`config.mk`:
```
export PLATFORM = sky130hd
export DESIGN_NAME = pipelined_differencing_machine_flat
export DESIGN_NICKNAME = d
export VERILOG_FILES = /design/src/rtl/pipelined_differencing_machine_if.sv /design/src/rtl/pipelined_differencing_machine.sv /design/src/flat_wrapper.sv
export SDC_FILE = /design/constraint.sdc
export NUM_CORES = 1
export LEC_CHECK = 0
export ABC_AREA = 0
export BUFFER_PORTS_ARGS = -buffer_cell sky130_fd_sc_hd__buf_2
export CAP_MARGIN = 10
export CORE_UTILIZATION = 53
export CTS_CLUSTER_SIZE = 14
export DETAILED_ROUTE_END_ITERATION = 8
export PLACE_DENSITY = 0.76
export RECOVER_POWER = 50
export SLEW_MARGIN = 20
export SYNTH_ARGS = -nofsm -noshare
export SYNTH_HDL_FRONTEND = slang
export SYNTH_SLANG_ARGS = --single-unit
export TNS_END_PERCENT = 20
```
`constraint.sdc`:
```
create_clock -name clk -period 2.5 [get_ports clk]
set_clock_uncertainty 0.05 [all_clocks]
set_input_delay 0.25 -clock clk [delete_from_list [all_inputs] [get_ports clk]]
set_output_delay 0.25 -clock clk [all_outputs]
set_load 0.1 [all_outputs]
```
`src/rtl/pipelined_differencing_machine_if.sv`:
```
// ---------------------------------------------------------------------------
// pipelined_differencing_machine_if
//
// Bundles the running-sum input handshake, the data-memory write port and the
// run status of the pipelined differencing machine.
//
//   in_valid  : in_sum carries a running sum this cycle
//   in_sum    : 32-bit running sum (mod 2^32) of all words so far
//   in_ready  : machine accepts in_sum this cycle (~full)
//   wr_en     : memory write strobe, commits on the next rising edge
//   wr_addr   : 30-bit word address (byte address bits [31:2])
//   wr_data   : recovered word
//   full      : word budget accepted, further input ignored
//   done      : every budgeted word committed to memory
//
// Modports:
//   master : the sum producer / memory owner (drives in_valid, in_sum)
//   slave  : the differencing machine itself
// ---------------------------------------------------------------------------
interface pipelined_differencing_machine_if;

   logic        in_valid;
   logic [31:0] in_sum;
   logic        in_ready;
   logic        wr_en;
   logic [29:0] wr_addr;
   logic [31:0] wr_data;
   logic        full;
   logic        done;

   modport master (
      output in_valid,
      output in_sum,
      input  in_ready,
      input  wr_en,
      input  wr_addr,
      input  wr_data,
      input  full,
      input  done
   );

   modport slave (
      input  in_valid,
      input  in_sum,
      output in_ready,
      output wr_en,
      output wr_addr,
      output wr_data,
      output full,
      output done
   );

endinterface

```
`src/rtl/pipelined_differencing_machine.sv`:
```
// ---------------------------------------------------------------------------
// pipelined_differencing_machine
//
// Recovers the individual words of a stream of 32-bit running sums by taking
// the modular difference between consecutive sums, and writes each recovered
// word to consecutive word addresses of a data memory. Two register stages
// sustain one word per cycle. After LIMIT words have been accepted the input
// closes (full); once the last of them has been written the run ends (done)
// and stays ended until reset.
//
// Parameters:
//   LIMIT : words accepted and written per run, 1 .. 2^30-1
//
// Ports:
//   clk   : clock, all state changes on the rising edge
//   reset : synchronous active-high reset, overrides everything
//   bus   : slave view of pipelined_differencing_machine_if
//           (in_valid/in_sum/in_ready input stream,
//            wr_en/wr_addr/wr_data memory write port, full/done status)
// ---------------------------------------------------------------------------
module pipelined_differencing_machine #(
   parameter logic [29:0] LIMIT = 30'd16
) (
   input  logic                              clk,
   input  logic                              reset,
   pipelined_differencing_machine_if.slave   bus
);

   // Run state. RUN accepts input, DRAIN waits for the final write to
   // commit, DONE is terminal until reset.
   localparam logic [1:0] StRun   = 2'd0;
   localparam logic [1:0] StDrain = 2'd1;
   localparam logic [1:0] StDone  = 2'd2;

   logic [1:0]  state_q, state_d;

   // Stage 1: the accepted sum, one cycle after transfer.
   logic        s1_valid_q;
   logic [31:0] s1_sum_q;

   // Stage 2: the memory write port registers.
   logic        wr_en_q;
   logic [29:0] wr_addr_q;
   logic [31:0] wr_data_q;

   // Difference reference and counters.
   logic [31:0] prev_sum_q;
   logic [29:0] waddr_q;
   logic [29:0] acount_q;

   logic        in_ready;
   logic        xfer;
   logic        last_accept;
   logic        last_write;

   // ------------------------------------------------------------------------
   // Handshake and terminal-condition decode
   // ------------------------------------------------------------------------
   always_comb begin
      in_ready    = (state_q == StRun);
      xfer        = bus.in_valid & in_ready;
      // acount counts transfers already taken, so this transfer is the last
      // one when acount + 1 reaches the budget.
      last_accept = xfer & ((acount_q + 30'd1) == LIMIT);
      // The write currently on the port is the final one of the run; it
      // commits on the coming edge.
      last_write  = wr_en_q & (wr_addr_q == (LIMIT - 30'd1));
   end

   // ------------------------------------------------------------------------
   // Run state machine
   // ------------------------------------------------------------------------
   always_comb begin
      state_d = state_q;
      case (state_q)
         StRun: begin
            if (last_accept) begin
               state_d = StDrain;
            end
         end
         StDrain: begin
            if (last_write) begin
               state_d = StDone;
            end
         end
         StDone: begin
            state_d = StDone;
         end
         default: begin
            // Unused encoding: fall back to a clean run start.
            state_d = StRun;
         end
      endcase
   end

   // ------------------------------------------------------------------------
   // Pipeline, counters and state registers
   // ------------------------------------------------------------------------
   always_ff @(posedge clk) begin
      if (reset) begin
         state_q    <= StRun;
         s1_valid_q <= 1'b0;
         s1_sum_q   <= 32'd0;
         wr_en_q    <= 1'b0;
         wr_addr_q  <= 30'd0;
         wr_data_q  <= 32'd0;
         prev_sum_q <= 32'd0;
         waddr_q    <= 30'd0;
         acount_q   <= 30'd0;
      end else begin
         state_q <= state_d;

         // Stage 1 captures every edge; the sum is only sampled on transfer
         // so a bubble leaves the last accepted sum in place.
         s1_valid_q <= xfer;
         if (xfer) begin
            s1_sum_q <= bus.in_sum;
            acount_q <= acount_q + 30'd1;
         end

         // Stage 2: a bubble in stage 1 becomes a wr_en=0 cycle with the
         // address and data left as they were.
         wr_en_q <= s1_valid_q;
         if (s1_valid_q) begin
            // Modular subtraction; the borrow out is meaningless for a
            // running sum that itself wraps at 2^32.
            wr_data_q  <= s1_sum_q - prev_sum_q;
            prev_sum_q <= s1_sum_q;
            wr_addr_q  <= waddr_q;
            waddr_q    <= waddr_q + 30'd1;
         end
      end
   end

   // ------------------------------------------------------------------------
   // Outputs
   // ------------------------------------------------------------------------
   assign bus.in_ready = in_ready;
   assign bus.wr_en    = wr_en_q;
   assign bus.wr_addr  = wr_addr_q;
   assign bus.wr_data  = wr_data_q;
   assign bus.full     = (state_q != StRun);
   assign bus.done     = (state_q == StDone);

endmodule
```
`src/flat_wrapper.sv`:
```
// flat-port wrapper written by rule: the top's interface ports become plain ports
module pipelined_differencing_machine_flat 
#(
   parameter logic [29:0] LIMIT = 30'd16
)
  (clk, reset, bus_in_valid, bus_in_sum, bus_in_ready, bus_wr_en, bus_wr_addr, bus_wr_data, bus_full, bus_done);
  pipelined_differencing_machine_if bus_i ();
  input  logic clk;
  input  logic reset;
  input wire logic [$bits(bus_i.in_valid)-1:0] bus_in_valid;
  input wire logic [$bits(bus_i.in_sum)-1:0] bus_in_sum;
  output wire logic [$bits(bus_i.in_ready)-1:0] bus_in_ready;
  output wire logic [$bits(bus_i.wr_en)-1:0] bus_wr_en;
  output wire logic [$bits(bus_i.wr_addr)-1:0] bus_wr_addr;
  output wire logic [$bits(bus_i.wr_data)-1:0] bus_wr_data;
  output wire logic [$bits(bus_i.full)-1:0] bus_full;
  output wire logic [$bits(bus_i.done)-1:0] bus_done;
  assign bus_i.in_valid = bus_in_valid;
  assign bus_i.in_sum = bus_in_sum;
  assign bus_in_ready = bus_i.in_ready;
  assign bus_wr_en = bus_i.wr_en;
  assign bus_wr_addr = bus_i.wr_addr;
  assign bus_wr_data = bus_i.wr_data;
  assign bus_full = bus_i.full;
  assign bus_done = bus_i.done;
  pipelined_differencing_machine #(.LIMIT(LIMIT)) u_core (.clk(clk), .reset(reset), .bus(bus_i));
endmodule
```
==> out/metrics.cfg, run 1 <==
[status]
status=finished, violations left
failed_checks=capacitance limit, slew limit, setup timing

[final_layout]
drive_gt1_share_pct=18.75
final_nets=1366
diodes=0
fin_cells=1532
finalInstanceArea_um2=11740
fin_util_pct=67.65
area_delta_synth_final_pct=24.51

[cts]
cts_sinks=190
tritoncts=built
clk_pin_slew_ns=0.08
cts_buffers=17
clk_path_buf_depth=2
htree_levels=4
clk_latency_ns=0.43
root_buffer=clkbuf_16

[pwr]
powerDensity_nw_per_um2=633.6
power_switching_share_pct=31.53
total_power_w=0.007439
pwr-share-seq_pct=42.9
p_int_w=0.005094
ir_drop_mv=0.5118
pwr-share-clk_pct=36.9
switchingPower_w=0.002346
p_leak_nw=4.711
combPwrFrac_pct=20.2

[floorplan]
rows=48
dieArea_um2=18330
dieHeight_um=135.4
initial_core_util_pct=54.33
core_area_um2=17360
fp.dieW_um=135.4
pin_count=101

[synth]
synth_cells=1108
synth_edf_count=0
synthArstFlopShare_pct=0
syn_nets=1180
ys_seq_elements=190
synth_ff_type=dfxtp_1
syn-cell-area_um2=9430
synth_cell_type_count=71
yosysSeqAreaShare_pct=40.33
syn_avg_cell_area_um2=8.511
ys_warn_count=0

[global_route]
grt_pass1_vias=7841
grt_first_pass_wirelength_mm=37.37
antenna_found_initial=0
groute.usage.overall_pct=25.29
grt_overflow=0
grt_max_degree=81

[sta]
min_period_over_period_pct=106.3
clock.fmax_ghz=0.3762
relSlewSlack_pct=-11.41
fin_ws_ns=-0.1582
worst_pin_slew_ns=1.671
fin_crit_ns=2.658
setup_viol=12
rsz0062_at_grt=yes
finalHoldViolations=0
slew_violations=41

[worst_setup_path]
crit_path_start_kind=flip-flop
setup.worst_path.end_class=flip-flop
critPathArrivalTime_ns=2.91
crit_fanout=4
required_ns=2.75
critical_path_class=flip-flop to flip-flop

[hold_path]
min_path_type=input pin to flip-flop

[route]
dr.pass1.iters=5
drc=0
num_vias=8402
wl_per_cell_um=14.63
drt-initial-drc-count=455
wl_mm=22.41
antenna_left=0
vias_per_cell=5.484

[place]
port_buffers=100
dpl_cell_area_um2=10900
gp_congestion=0.8315
hpwl_mm=15.20
post-place-ws_ns=-0.2217
dpl.cell_count=1479

[job]
drv_cap=1

-- layout make-up --
| type | count | area, um^2 |
|---|---|---|
| Multi-Input combinational cell | 817 | 5520 |
| Tap cell | 225 | 281.5 |
| Sequential cell | 190 | 3811 |
| Clock inverter | 14 | 166.4 |
| Timing Repair Buffer | 220 | 1353 |
| Clock buffer | 18 | 429.2 |
| Fill cell | 1452 | 5615 |
| Inverter | 48 | 180.2 |
-- sequential cells by signal, indices dropped and copies added (netlist names) --
register,cells
u_core.s1_sum_q,32
u_core.state_q,2
u_core.s1_valid_q,1
u_core.bus.wr_en,1
u_core.acount_q,30
u_core.bus.wr_addr,30
u_core.prev_sum_q,32
u_core.waddr_q,30
u_core.bus.wr_data,32
-- cells in the final DEF, fill, tap and decap left out, drive strengths merged, types with 18 or more instances in the layout --
cell	netlist	layout
o21ai	38	38
a21oi	67	67
nor3	30	30
buf	13	138
nor2	153	153
a21o	18	18
mux2i	74	74
clkbuf	40	85
dfxtp	190	190
ha	36	36
xor2	44	44
nand3	36	36
nand4	19	19
inv	48	58
xnor2	31	31
nand2	123	123
-- through the flow --
step / setup TNS [ns] / hold slack [ns]
2_1_floorplan: -0.06263 / 0.3360
6_report: -1.084 / 0.01191
5_1_grt: -2.695 / 0.008096
4_1_cts: -0.5606 / 0.0009991
3_5_place_dp: -1.540 / 0.4102
3_3_place_gp: -0.8349 / 0.4050
-- cell usage after synthesis, types with 3 or more instances --
master      n  area [um^2]
dfxtp_1   190         3804
nor2_1    152        570.6
nand2_1   121        454.2
mux2i_1    74        740.7
a21oi_1    67        335.3
inv_1      48        180.2
xor2_1     44        385.4
clkbuf_1   40        150.1
ha_1       36        450.4
nand3_1    35        175.2
xnor2_1    31        271.5
o21ai_0    30        150.1
nor3_1     28        140.1
a21o_1     18        135.1
nand4_1    18        112.6
or3_1      16        100.1
and3_1     15        93.84
a211oi_1   13        97.59
nor4_1     10        62.56
nand2b_1    8        50.05
o21ai_1     8        40.04
buf_1       7        26.28
nor2b_1     7        43.79
a31oi_1     6        37.54
and2_1      6        37.54
buf_2       4        20.02
nor4b_1     4        35.03
o21a_1      4        30.03
a211o_1     3        26.28
a311o_1     3        30.03
mux2_1      3        33.78
nand3b_1    3        22.52
nor4_4      3        63.81
o22ai_1     3        18.77
o311ai_0    3        26.28
-- cells by family (layout without fill, tap and decap cells) --
family          Yosys count  in the layout  share of synthesized area (%)
xor+xnor                 75             75                          6.966
flops                   190            190                          40.33
mux                      78             78                          8.332
compound gates          180            180                          12.27
buf+inv                 101            300                          4.193
simple gates            447            447                          22.91
fa+ha+maj                37             37                          4.989
-- power groups by stage --
stage	registers (W)	logic, W	clock network, W
2_1_floorplan	0.00359	0.000690	0
3_3_place_gp	0.00326	0.00136	0
3_5_place_dp	0.00326	0.00138	0
4_1_cts	0.00319	0.00146	0.00279
5_1_grt	0.00320	0.00161	0.00291
6_report	0.00319	0.00150	0.00275
-- final timing paths --
kind	endpoint	cells after the start	slack (ns)	start
worst min register to register	u_core.bus.wr_data[17]$_SDFFE_PP0P_	2	0.43	u_core.bus.wr_data[17]$_SDFFE_PP0P_
worst max register to register	u_core.bus.wr_data[24]$_SDFFE_PP0P_	12	-0.16	u_core.s1_sum_q[0]$_SDFFE_PP0P_
worst min-delay path	u_core.s1_sum_q[25]$_SDFFE_PP0P_	3	0.01	bus_in_sum[25]
worst max-delay path	u_core.bus.wr_data[24]$_SDFFE_PP0P_	12	-0.16	u_core.s1_sum_q[0]$_SDFFE_PP0P_
-- layer usage --
layer  vias up  global-route usage (%)  part of all wire [%]
met3        30                   4.639                   4.2
met1      3959                   32.28                    46
li1       4214                       -                     -
met5         -                       0                     0
met2       199                   42.68                    48
met4         0                   8.739                   2.1
-- critical path, cell delays in order, from the launching register on --
cell and delay (ns):
dfxtp_2 0.33, inv_2 0.06, ha_4 0.14, fa_2 0.24, nor2b_4 0.05, o31a_1 0.32
o31ai_4 0.29, a31oi_4 0.19, o31ai_2 0.26, a21oi_1 0.12, or3_1 0.32, nand3_1 0.09
a21oi_1 0.08
-- timing repair --
| action | 4_1_cts | 5_1_grt |
|---|---|---|
| gates resized for setup | 21 | 17 |
| hold endpoints to repair | 15 | 0 |
| setup buffers | 4 | 2 |
| hold buffers | 15 | 0 |
| setup endpoints to repair | 13 | 21 |
| pin swaps | 18 | 7 |
(Power assumes the default switching activity.)
==> run 2: changes to the inputs <==
PLACE_DENSITY = 0.88   (was 0.76)
==> out/metrics.cfg, run 2 (synthesis gave the netlist of run 1 again) <==
[status]
status=finished, violations left
failed_checks=setup timing

[worst_setup_path]
required_ns=2.76  ; about the same
critPathMaxStageDelay_ns=0.40  ; +0.07 ns
crit_family=compound AO/OA/AOI/OAI gates
crit_chain=ha_4, nor2b_2, o31a_1, o31ai_4, a31oi_4, o31ai_2, a21oi_1, or3_1, nand3_1, a21oi_2
rr_startpoint=u_core.s1_sum_q[2]$_SDFFE_PP0P_
critical_path_class=flip-flop to flip-flop
r2r_slack_ns=-0.33  ; -0.18 ns
critPathSlowestCell=dfxtp_1
crit_fanout=4  ; unchanged
setup.worst_path.end_class=flip-flop
reg2reg_depth=10  ; -2
crit_buf_inv=0  ; -1
crit_path_start_kind=flip-flop
critPathArrivalTime_ns=3.10  ; +0.19 ns
timing.rr.end=u_core.bus.wr_data[24]$_SDFFE_PP0P_

[sta]
finalHoldViolations=0  ; unchanged
fin_tns_setup_ns=-3.024  ; -1.940 ns
clock.fmax_ghz=0.3530  ; -6.2%
setup_viol=17  ; +5
min_period_over_period_pct=113.3  ; +7.0 points
relSlewSlack_pct=55.36  ; +67 points
worst_pin_slew_ns=0.6697  ; -1.002 ns
fin_ws_ns=-0.3332  ; -0.1750 ns
rsz0062_at_grt=yes
slew_violations=0  ; -100%
fin_crit_ns=2.833  ; +0.1750 ns

[global_route]
antenna_found_initial=0  ; unchanged
grt_overflow=0  ; unchanged
grt_first_pass_wirelength_mm=40.76  ; +9.1%
grtUsageMet2_pct=47.09  ; +4.4 points
grt_max_degree=106  ; +31%
groute.layer.met1.usage_pct=33.42  ; +1.1 points
grt_use_met3_pct=4.676  ; +0.037 points
top_usage_layer=met2
grt_pass1_vias=8675  ; +11%
groute.usage.overall_pct=27.83  ; +2.5 points

[final_layout]
fillCellCount=1196  ; -18%
final_common_cell=dfxtp_1
area_delta_synth_final_pct=27.52
multi_input_area_um2=5672  ; +2.7%
final_nets=1371  ; +0.37%
final_cell_mix=181 x dfxtp_1, 151 x nor2_1, 120 x nand2_1, 104 x buf_4, 99 x buf_2
register_area_um2=3817  ; +0.16%
diodes=0  ; unchanged
drive_gt1_share_pct=25.00  ; +6.3 points

[route]
drc=0  ; unchanged
num_vias=8954  ; +6.6%
dr.pass1.iters=5  ; unchanged
antenna_left=0  ; unchanged
drt-initial-drc-count=845  ; +86%
vias_per_cell=5.826  ; +6.2%
wl_per_cell_um=17.43  ; +19%
wl_mm=26.79  ; +20%

[floorplan]
dieArea_um2=18330  ; unchanged
core_area_um2=17360  ; unchanged
rows=48  ; unchanged
dieHeight_um=135.4  ; unchanged
pin_count=101  ; unchanged
initial_core_util_pct=54.33  ; unchanged
fp.dieW_um=135.4  ; unchanged

[cts]
tritoncts=built
clk_path_buf_depth=2  ; unchanged
htree_levels=4  ; unchanged
clk_latency_ns=0.44  ; about the same
clk_pin_slew_ns=0.07  ; about the same
cts_sinks=190  ; unchanged
cts_buffers=17  ; unchanged
root_buffer=clkbuf_16

[hold_path]
min_path_type=input pin to flip-flop
whs_path_depth=3  ; unchanged
worstHoldEndpoint=u_core.s1_sum_q[14]$_SDFFE_PP0P_
hp-start=bus_in_sum[14]

[pwr]
total_power_w=0.007525  ; +1.1%
p_leak_nw=5.006  ; +6.3%
powerDensity_nw_per_um2=625.7  ; -1.2%
ir_drop_mv=0.4331  ; -15%

[place]
port_buffers=100  ; unchanged
hpwl_mm=16.02  ; +5.4%
gp_congestion=0.8696  ; +4.6%

[job]
drv_cap=0  ; -1

==> run 2: cell types whose count changed in the layout (fill, tap and decap cells not counted), moves of 3 or more <==
cell | before | now
a211oi_1 | 11 | 8
a211oi_2 | 2 | 5
a21oi_1 | 62 | 59
buf_2 | 36 | 99
buf_4 | 101 | 104
clkbuf_1 | 67 | 4
dfxtp_1 | 184 | 181
ha_1 | 28 | 25
ha_4 | 7 | 11
inv_8 | 3 | 0
o21ai_0 | 28 | 25
o21ai_1 | 5 | 8
==> run 2: worst reg2reg max path, cell delays in order, from the launching register on <==
cell and delay (ns):
dfxtp_1 0.40, ha_4 0.24, nor2b_2 0.16, o31a_1 0.36
o31ai_4 0.31, a31oi_4 0.20, o31ai_2 0.29, a21oi_1 0.15
or3_1 0.34, nand3_1 0.13, a21oi_2 0.08
==> run 2: how the worst max path moves through the flow <==
stage          cells past startpoint                         startpoint                                   to
6_report                          10    u_core.s1_sum_q[2]$_SDFFE_PP0P_  u_core.bus.wr_data[24]$_SDFFE_PP0P_
5_1_grt                           11  u_core.prev_sum_q[8]$_SDFFE_PP0P_  u_core.bus.wr_data[30]$_SDFFE_PP0P_
3_5_place_dp                      11  u_core.prev_sum_q[2]$_SDFFE_PP0P_  u_core.bus.wr_data[30]$_SDFFE_PP0P_
2_1_floorplan                     12    u_core.s1_sum_q[0]$_SDFFE_PP0P_  u_core.bus.wr_data[30]$_SDFFE_PP0P_
4_1_cts                           12    u_core.s1_sum_q[0]$_SDFFE_PP0P_  u_core.bus.wr_data[30]$_SDFFE_PP0P_
3_3_place_gp                      11  u_core.prev_sum_q[2]$_SDFFE_PP0P_  u_core.bus.wr_data[30]$_SDFFE_PP0P_
==> run 2: cell type report <==
class / count / area share, %
clock buffers: 20 / 3.631
clock inverters: 12 / 1.040
inverters: 48 / 1.498
multi-input cells: 817 / 47.16
flip-flops and latches: 190 / 31.74
well taps: 225 / 2.341
repair buffers: 225 / 12.58
==> run 2: repair_timing <==
| item | 4_1_cts | 5_1_grt |
|---|---|---|
| hold buffers | 17 | 0 |
| gates resized for setup | 26 | 38 |
| cloned | 0 | 0 |
| setup endpoints to repair | 17 | 24 |
| endpoints found under the hold margin | 17 | 0 |
| pin swaps | 18 | 18 |
| setup buffers | 5 | 2 |
==> run 2: stage by stage <==
| stage | util (%) | setup slack [ns] | instance area [um^2] | cells | hold slack, ns |
|---|---|---|---|---|---|
| after floorplan | - | -0.04626 | 9574 | 1108 | 0.3360 |
| after global placement | 63.00 | -0.1283 | 10940 | 1481 | 0.3856 |
| after detailed placement | 63.00 | -0.2972 | 10940 | 1481 | 0.3985 |
| after CTS | 68.26 | -0.1485 | 11850 | 1535 | 0.002960 |
| after global routing | 69.28 | -0.3667 | 12030 | 1537 | 0.01369 |
| final | 69.28 | -0.3332 | 12030 | 1537 | 0.005371 |
==> run 2: power breakdown <==
| part | switching [W] | total, W | internal [W] |
|---|---|---|---|
| registers | 0.0000805 | 0.00320 | 0.00312 |
| logic | 0.00109 | 0.00169 | 0.000602 |
| clock network | 0.00123 | 0.00263 | 0.00140 |
==> run 2: per-layer routing <==
layer	part of all wire (%)	wire length (um)
met1	42	11220
met2	48	12870
met3	5.9	1573
met4	4.2	1126
met5	0	0
